==> config.mk <==
export PLATFORM = sky130hd
export DESIGN_NAME = parity_mem_flat
export DESIGN_NICKNAME = d
export VERILOG_FILES = /design/src/rtl/parity_mem_if.sv /design/src/rtl/parity_mem.sv /design/src/flat_wrapper.sv
export SDC_FILE = /design/constraint.sdc
export NUM_CORES = 2
export LEC_CHECK = 0
export CORE_MARGIN = 2
export CORE_UTILIZATION = 47
export DETAILED_ROUTE_END_ITERATION = 7
export PLACE_DENSITY = 0.65
export SYNTH_ARGS = -nofsm -noshare
export SYNTH_HDL_FRONTEND = slang
export SYNTH_SLANG_ARGS = --single-unit
==> constraint.sdc <==
create_clock -name clk -period 15.35 [get_ports clk]
set_clock_uncertainty 0.2 [all_clocks]
set_input_delay 2.3025 -clock clk [delete_from_list [all_inputs] [get_ports clk]]
set_output_delay 2.3025 -clock clk [all_outputs]
set_load 0.05 [all_outputs]
==> src/rtl/parity_mem_if.sv <==
// Access bus for parity_mem: read/write strobes, address and payload going in,
// read data and its status pulses coming back.
interface parity_mem_if #(
   parameter int DATA_W = 8,
   parameter int ADDR_W = 8
) ();
   logic              write;
   logic              read;
   logic [ADDR_W-1:0] address;
   logic [DATA_W-1:0] data_in;
   logic              inject_err;
   logic [DATA_W:0]   data_out;
   logic              rd_valid;
   logic              parity_err;

   modport master (
      output write, read, address, data_in, inject_err,
      input  data_out, rd_valid, parity_err
   );

   modport slave (
      input  write, read, address, data_in, inject_err,
      output data_out, rd_valid, parity_err
   );
endinterface

==> src/rtl/parity_mem.sv <==
// Single-port memory storing {even parity, data} per word, with a scrub engine
// that sweeps every location, counting parity failures and remembering the
// address of the first one seen since reset.
module parity_mem #(
   parameter int DATA_W = 8,
   parameter int ADDR_W = 8,
   parameter int CNT_W  = 16
) (
   input  logic              clk,
   input  logic              rst_n,
   parity_mem_if.slave       bus,
   input  logic              scrub_start,
   output logic              illegal_op,
   output logic              busy,
   output logic              scrub_done,
   output logic [ADDR_W-1:0] first_err_addr,
   output logic              first_err_vld,
   output logic [CNT_W-1:0]  error_count
);
   localparam int DEPTH = 2**ADDR_W;

   typedef enum logic [1:0] {IDLE, SCRUB, DONE} state_t;

   state_t            state;
   logic [DATA_W:0]   mem [DEPTH];
   logic [ADDR_W-1:0] scrub_addr;
   logic              scrub_tail;

   logic              do_write;
   logic              do_read;
   logic              do_illegal;
   logic              do_scrub_rd;
   logic [ADDR_W-1:0] rd_addr;
   logic [DATA_W:0]   rd_word;
   logic              rd_fail;
   logic [1:0]        err_inc;
   logic [CNT_W:0]    cnt_sum;

   // Decode this cycle's action; host strobes only count in IDLE and lose to scrub_start.
   always_comb begin
      do_write   = 1'b0;
      do_read    = 1'b0;
      do_illegal = 1'b0;
      if (rst_n && state == IDLE && !scrub_start) begin
         do_write   = bus.write & ~bus.read;
         do_read    = bus.read & ~bus.write;
         do_illegal = bus.write & bus.read;
      end
      do_scrub_rd = rst_n && (state == SCRUB) && !scrub_tail;
      rd_addr     = do_scrub_rd ? scrub_addr : bus.address;
      rd_word     = mem[rd_addr];
      rd_fail     = (do_read | do_scrub_rd) & (^rd_word);
      err_inc     = {1'b0, rd_fail} + {1'b0, do_illegal};
      cnt_sum     = {1'b0, error_count} + (CNT_W+1)'(err_inc);
   end

   // Storage array; contents survive reset, parity is generated on the way in.
   always_ff @(posedge clk) begin
      if (do_write) begin
         mem[bus.address] <= {(^bus.data_in) ^ bus.inject_err, bus.data_in};
      end
   end

   // Control FSM plus all registered outputs, read check and error bookkeeping.
   always_ff @(posedge clk) begin
      if (!rst_n) begin
         state          <= IDLE;
         scrub_addr     <= '0;
         scrub_tail     <= 1'b0;
         bus.data_out   <= '0;
         bus.rd_valid   <= 1'b0;
         bus.parity_err <= 1'b0;
         illegal_op     <= 1'b0;
         busy           <= 1'b0;
         scrub_done     <= 1'b0;
         first_err_addr <= '0;
         first_err_vld  <= 1'b0;
         error_count    <= '0;
      end else begin
         bus.rd_valid   <= do_read | do_scrub_rd;
         bus.parity_err <= rd_fail;
         illegal_op     <= do_illegal;
         scrub_done     <= 1'b0;
         if (do_read || do_scrub_rd) begin
            bus.data_out <= rd_word;
         end
         if (err_inc != 2'd0) begin
            error_count <= cnt_sum[CNT_W] ? '1 : cnt_sum[CNT_W-1:0];
         end
         if (rd_fail && !first_err_vld) begin
            first_err_vld  <= 1'b1;
            first_err_addr <= rd_addr;
         end
         case (state)
            IDLE: begin
               if (scrub_start) begin
                  state      <= SCRUB;
                  busy       <= 1'b1;
                  scrub_addr <= '0;
                  scrub_tail <= 1'b0;
               end
            end
            SCRUB: begin
               if (scrub_tail) begin
                  state      <= DONE;
                  busy       <= 1'b0;
                  scrub_done <= 1'b1;
               end else begin
                  scrub_addr <= scrub_addr + ADDR_W'(1);
                  if (scrub_addr == '1) begin
                     scrub_tail <= 1'b1;
                  end
               end
            end
            DONE: begin
               state <= IDLE;
            end
            default: begin
               state <= IDLE;
            end
         endcase
      end
   end
endmodule

==> src/flat_wrapper.sv <==
// flat-port wrapper written by rule: the top's interface ports become plain ports
module parity_mem_flat 
#(
   parameter int DATA_W = 8,
   parameter int ADDR_W = 8,
   parameter int CNT_W  = 16
)
  (clk, rst_n, scrub_start, illegal_op, busy, scrub_done, first_err_addr, first_err_vld, error_count, bus_write, bus_read, bus_address, bus_data_in, bus_inject_err, bus_data_out, bus_rd_valid, bus_parity_err);
  parity_mem_if #(.DATA_W(DATA_W), .ADDR_W(ADDR_W)) bus_i ();
  input  logic clk;
  input  logic rst_n;
  input  logic scrub_start;
  output logic illegal_op;
  output logic busy;
  output logic scrub_done;
  output logic [ADDR_W-1:0] first_err_addr;
  output logic first_err_vld;
  output logic [CNT_W-1:0] error_count;
  input wire logic [$bits(bus_i.write)-1:0] bus_write;
  input wire logic [$bits(bus_i.read)-1:0] bus_read;
  input wire logic [$bits(bus_i.address)-1:0] bus_address;
  input wire logic [$bits(bus_i.data_in)-1:0] bus_data_in;
  input wire logic [$bits(bus_i.inject_err)-1:0] bus_inject_err;
  output wire logic [$bits(bus_i.data_out)-1:0] bus_data_out;
  output wire logic [$bits(bus_i.rd_valid)-1:0] bus_rd_valid;
  output wire logic [$bits(bus_i.parity_err)-1:0] bus_parity_err;
  assign bus_i.write = bus_write;
  assign bus_i.read = bus_read;
  assign bus_i.address = bus_address;
  assign bus_i.data_in = bus_data_in;
  assign bus_i.inject_err = bus_inject_err;
  assign bus_data_out = bus_i.data_out;
  assign bus_rd_valid = bus_i.rd_valid;
  assign bus_parity_err = bus_i.parity_err;
  parity_mem #(.DATA_W(DATA_W), .ADDR_W(ADDR_W), .CNT_W(CNT_W)) u_core (.clk(clk), .rst_n(rst_n), .bus(bus_i), .scrub_start(scrub_start), .illegal_op(illegal_op), .busy(busy), .scrub_done(scrub_done), .first_err_addr(first_err_addr), .first_err_vld(first_err_vld), .error_count(error_count));
endmodule
Word-level counts from Yosys, hierarchy flattened. Memories as Yosys holds them, arrays and structs flattened. Index checks and enable logic that the tools add are counted.

Flip-flop bits (word level): 50. RAM bits: 2304. Input port bits: 22. Output and inout bits: 39. Memories: 1.

Add/subtract/negate cells: 3. Equality and inequality tests: 5. Mux-type cells: 21. Bitwise operators: 8. Reductions and logical operators: 19.

Memory list: u_core.mem (words 256, bits a word 9, rd ports 1, clocked after memory_dff 0, wr ports 1, line parity_mem.sv:25) `logic [DATA_W:0] mem [DEPTH];`.

Operator list (count): $mux W8 (3); $add A16 B2 Y17 (1); $mux W16 (1); $pmux W8 S2 (1); $mux W1 (11); $reduce_xor A9 Y1 (1); $add A8 B1 Y8 const B (1); $eq A8 B8 Y1 const B (1); $reduce_xor A8 Y1 (1); $reduce_and A2 Y1 (3); $reduce_and A3 Y1 (2); $logic_and A1 B1 Y1 (5); $and A1 B1 Y1 (4); $mux W2 (2); $ne A2 B2 Y1 const B (2); $pmux W1 S2 (2); $pmux W2 S2 (1); $reduce_bool A2 Y1 (2); $logic_not A1 Y1 (3); $add A1 B1 Y2 (1); $eq A2 B1 Y1 const B (1); $logic_not A2 Y1 (1); $ne A2 B1 Y1 const B (1); $not A1 Y1 (2); 3 further kinds (3).

Depth between registers and ports, before layout. An unclocked memory read counts as a cell.

Depth after elaboration: 10. Gate-level depth with buffers: 33. Depth with buffers taken out: 23.

Worst setup path before layout. No wires, ideal clock.

Path kind: input -> register. Start point: input bus_data_in[4]. End point: memory u_core.mem[0][8] (netlist name), data pin. Library setup time: 1.647 ns. Arrival: 9.965 ns. Data required time: 13.503 ns. Setup slack: 3.539 ns. Stages: 4. Path through: xnor2_1 > xnor2_1 > xnor2_1 > xnor2_1.

Longest elaborated chain between the ends: 2.

RTL lines: from (decl) (line flat_wrapper.sv:22) `input wire logic [$bits(bus_i.data_in)-1:0] bus_data_in;`; $reduce_xor A8 Y1 (line parity_mem.sv:60) `mem[bus.address] <= {(^bus.data_in) ^ bus.inject_err, bus.data_in};`; $xor A1 B1 Y1 (line parity_mem.sv:60); to (decl) (line parity_mem.sv:25).

No other way between the ends.

Worst setup path in the final report.
Start point: input rst_n. End point: register u_core.error_count[5].

Longest elaborated chain between the ends: 9. Elaborated cells between the ends (all ways): 15.

RTL lines: from (decl) (line flat_wrapper.sv:11) `input logic rst_n;`; $logic_and A1 B1 Y1 (2 in series) (line parity_mem.sv:49) `do_scrub_rd = rst_n && (state == SCRUB) && !scrub_tail;`; $mux W8 (line parity_mem.sv:50) `rd_addr = do_scrub_rd ? scrub_addr : bus.address;`; $mem_v2 Z256 W9; $reduce_xor A9 Y1 (line parity_mem.sv:52) `rd_fail = (do_read | do_scrub_rd) & (^rd_word);`; $and A1 B1 Y1 (line parity_mem.sv:52); $add A1 B1 Y2 (line parity_mem.sv:53) `err_inc = {1'b0, rd_fail} + {1'b0, do_illegal};`; $add A16 B2 Y17 (line parity_mem.sv:54) `cnt_sum = {1'b0, error_count} + (CNT_W+1)'(err_inc);`; $mux W16 (line parity_mem.sv:88) `error_count <= cnt_sum[CNT_W] ? '1 : cnt_sum[CNT_W-1:0];`; to (signal assigned) (line parity_mem.sv:88); to (decl) (line parity_mem.sv:18) `output logic [CNT_W-1:0] error_count`.

Several ways; a longest one is shown, not always the timed one. A chain may end at the register's enable or synchronous reset.

==> impl_metrics.py <==
metrics = {
    "sta": {
        "final-setup-viol-count": 0,
        "worst_slew_pin_slew_ns": 1.597,
        "slew_viol_final": 8,
        "finalSetupTns_ns": 0,
        "maxSlewHeadroom": -0.07425,
        "period_needed_ns": 11.44,
        "max_freq_mhz": 87.41,
        "rsz0062_at_grt": "no",
        "final-hold-violation-count": 0,
        "fin_crit_sh": 0.7453,
    },
    "die": {
        "initial_utilization": 0.4738,
        "die_y_um": 455.8,
        "dieArea_um2": 207800,
        "row_count": 165,
        "core_um2": 202500,
        "fp.dieW_um": 455.8,
        "io_pins": 61,
    },
    "detailed_routing": {
        "drtIter0Drc": 12140,
        "drt.antenna.violating_nets": 0,
        "route.detailed.drc": 3,
        "vias": 65830,
        "drt-vias-per-instance": 6.631,
        "routed_wl_mm": 340.3,
        "post_drt_wl_per_cell_um": 34.28,
        "drtPass1Iterations": 8,
    },
    "synthesis": {
        "netlist_instances": 7025,
        "synth_fp_nets": 7052,
        "synth_top_area_share": 0.7211,
        "ys_seq_area_frac": 0.7315,
        "synth_seq_cells": 2354,
        "synthTopCellsByArea": "edfxtp_1 (72%), nand2_1 (6.0%), mux2i_1 (3.0%), nand3_1 (2.7%), nor2_1 (1.7%)",
        "synth_warnings": 0,
        "ys_async_sr_fraction": 0,
        "synth_cell_type_count": 89,
        "post-synth-top-area-cell": "edfxtp_1",
        "synthFlopType": "edfxtp_1",
        "synth_area_per_cell_um2": 13.66,
        "synth-edff-count": 2304,
        "synth_area_um2": 95950,
    },
    "worst_setup_path": {
        "crit_path_max_fanout": 71,
        "endpoint_kind": "register",
        "crit_type": "in2reg",
        "start_kind": "primary input",
        "arrival_ns": 12.11,
        "critPathRequiredTime_ns": 16.02,
    },
    "clock_network": {
        "cts_resized": 0,
        "root_buffer": "clkbuf_16",
        "cts_tree": "built",
        "numCtsBuffers": 224,
        "ctsHoldBuffers": 0,
        "cts_max_path_buffers": 3,
        "cts.clk_slew.worst_paths_ns": 0.06,
        "cts_sinks": 2354,
        "clock_latency_ns": 0.92,
        "htreeDepth": 4,
        "postCtsSetupRepairBufs": 0,
    },
    "power": {
        "switchingPower_mw": 3.589,
        "power_frac_seq": 0.506,
        "power.density_nw_per_um2": 132.7,
        "leakage_nw": 34.69,
        "combPwrFrac": 0.101,
        "internal-power_mw": 10.59,
        "total_power_mw": 14.18,
        "p_clk_frac": 0.393,
        "irDropWorstVdd_mv": 0.1347,
        "p_sw_frac": 0.2531,
    },
    "flow_run": {
        "drv_cap": 4,
    },
    "grt": {
        "antenna_found_initial": 13,
        "grt_first_pass_wirelength_mm": 473.1,
        "grt_usage": 0.3196,
        "grt-ovfl-total": 0,
        "grt_max_degree": 185,
        "grt_pass1_vias": 61110,
    },
    "min_path": {
        "hold_path_class": "reg2reg",
    },
    "finish": {
        "final_common_cell": "edfxtp_1",
        "n_fill_cell": 16500,
        "final_cells": 9927,
        "drive_gt1_frac": 0.09529,
        "synthToLayoutAreaGrowth_pct": 11.32,
        "final_cell_mix": "edfxtp_1 (2304), nand2_1 (1523), nand3_1 (525), nor2_1 (419), mux2i_1 (280)",
        "nNetsFinal": 7070,
    },
    "status": {
        "violations": "design-rule violations, max-capacitance violations, max-slew violations",
        "outcome": "finished, violations left",
    },
    "place": {
        "place_congestion": 0.9541,
        "io_buffer_count": 60,
        "dp_cells": 9488,
        "post-dp-hpwl_mm": 200.5,
    },
}
## flip-flops by register name (all words and copies together) (netlist names)
signal                 cells
u_core.bus.data_out        9
u_core.error_count        16
u_core.illegal_op          1
u_core.bus.rd_valid        1
u_core.scrub_done          1
u_core.first_err_addr      8
u_core.busy                1
u_core.bus.parity_err      1
u_core.first_err_vld       1
u_core.mem              2304
u_core.state               2
u_core.scrub_addr          8
u_core.scrub_tail          1
## metrics by stage
| stage | util | area, um2 | hold WS, ns | worst slack, ns |
|---|---|---|---|---|
| floorplan | - | 95950 | 0.3105 | 3.539 |
| global placement | 0.4908 | 99400 | 0.2514 | 3.098 |
| global route | 0.5273 | 106800 | 0.2947 | 3.789 |
| finish | 0.5274 | 106800 | 0.2610 | 3.910 |
| CTS | 0.5272 | 106800 | 0.2660 | 4.315 |
| detailed placement | 0.4909 | 99420 | 0.2577 | 3.401 |
## routing by layer
layer | share of wire | GRT usage
met1 | 0.36 | 0.4270
met4 | 0.067 | 0.1843
met5 | 0.00030 | 0.001607
met3 | 0.15 | 0.1014
met2 | 0.43 | 0.4603
## area by class of cell
class | instances | area, um2 | area share
antenna | 14 | 35.03 | 0.0003280
clock buffer | 286 | 5951 | 0.05571
clock inverter | 138 | 1400 | 0.01311
inverter | 26 | 97.59 | 0.0009137
multi-input combinational | 4157 | 23260 | 0.2178
sequential | 2354 | 70190 | 0.6571
tap | 2672 | 3343 | 0.03130
timing repair buffer | 280 | 2535 | 0.02373
## final timing paths
check,to,cells after the start,slack (ns),from
worst min register to register,u_core.first_err_addr[7]$_SDFFE_PN0P_,2,0.26,u_core.first_err_addr[7]$_SDFFE_PN0P_
worst min-delay path,u_core.first_err_addr[7]$_SDFFE_PN0P_,2,0.26,u_core.first_err_addr[7]$_SDFFE_PN0P_
worst max register to register,u_core.error_count[5]$_SDFFE_PN0P_,23,4.94,u_core.state[0]$_SDFFE_PN0P_
worst max-delay path,u_core.error_count[5]$_SDFFE_PN0P_,25,3.91,rst_n
## cells by family (layout without fill, tap and decap cells)
logic type / Yosys count / in the layout / share of synthesized area
AOI/OAI and AO/OA: 1069 / 1069 / 0.08050
adders and majority gates: 5 / 5 / 0.0007303
DFF: 2354 / 2354 / 0.7315
and+or+nand+nor: 2735 / 2735 / 0.1209
buffers and inverters: 514 / 730 / 0.02897
xor gates and xnor gates: 20 / 20 / 0.002269
muxes: 328 / 328 / 0.03513
other: 0 / 14 / 0
## worst max-delay path: stages
cell and delay [ns]:
clkdlybuf4s50_1 0.47, buf_4 0.28, nand4bb_4 0.68, buf_4 0.51, mux2_8 0.63, nor2_2 1.00
o21ai_0 0.29, nand3_1 0.19, o21ai_0 0.22, nor3_1 0.86, and4b_1 0.36, xor2_1 0.22
xnor3_1 0.46, xnor3_2 0.55, and2_1 0.28, ha_1 0.30, ha_1 0.16, inv_1 0.06
fa_1 0.47, or4_1 0.64, nor2_1 0.20, nand2_1 0.12, or2_2 0.38, o21ai_2 0.16
o221a_1 0.23
## Yosys cell counts, types with 40 or more instances
cell type	number
a211oi_1	90
a21oi_1	214
a311oi_1	64
a31oi_1	119
a32oi_1	64
and3_1	43
buf_2	188
buf_4	110
clkbuf_1	138
dfxtp_1	50
edfxtp_1	2304
mux2i_1	289
nand2_1	1525
nand3_1	527
nand4_1	55
nor2_1	433
o2111ai_1	40
o211ai_1	44
o21ai_0	90
o221a_2	51
o22ai_1	72
## power groups by stage
stage	combinational, mW	sequential (mW)	clock [mW]
after floorplan	0.701	7.39	0
after global placement	1.35	7.31	0
after detailed placement	1.37	7.31	0
after CTS	1.37	7.17	5.57
after global routing	1.45	7.17	5.81
final	1.43	7.18	5.57
Note: power is estimated with default switching activity, not from simulation.
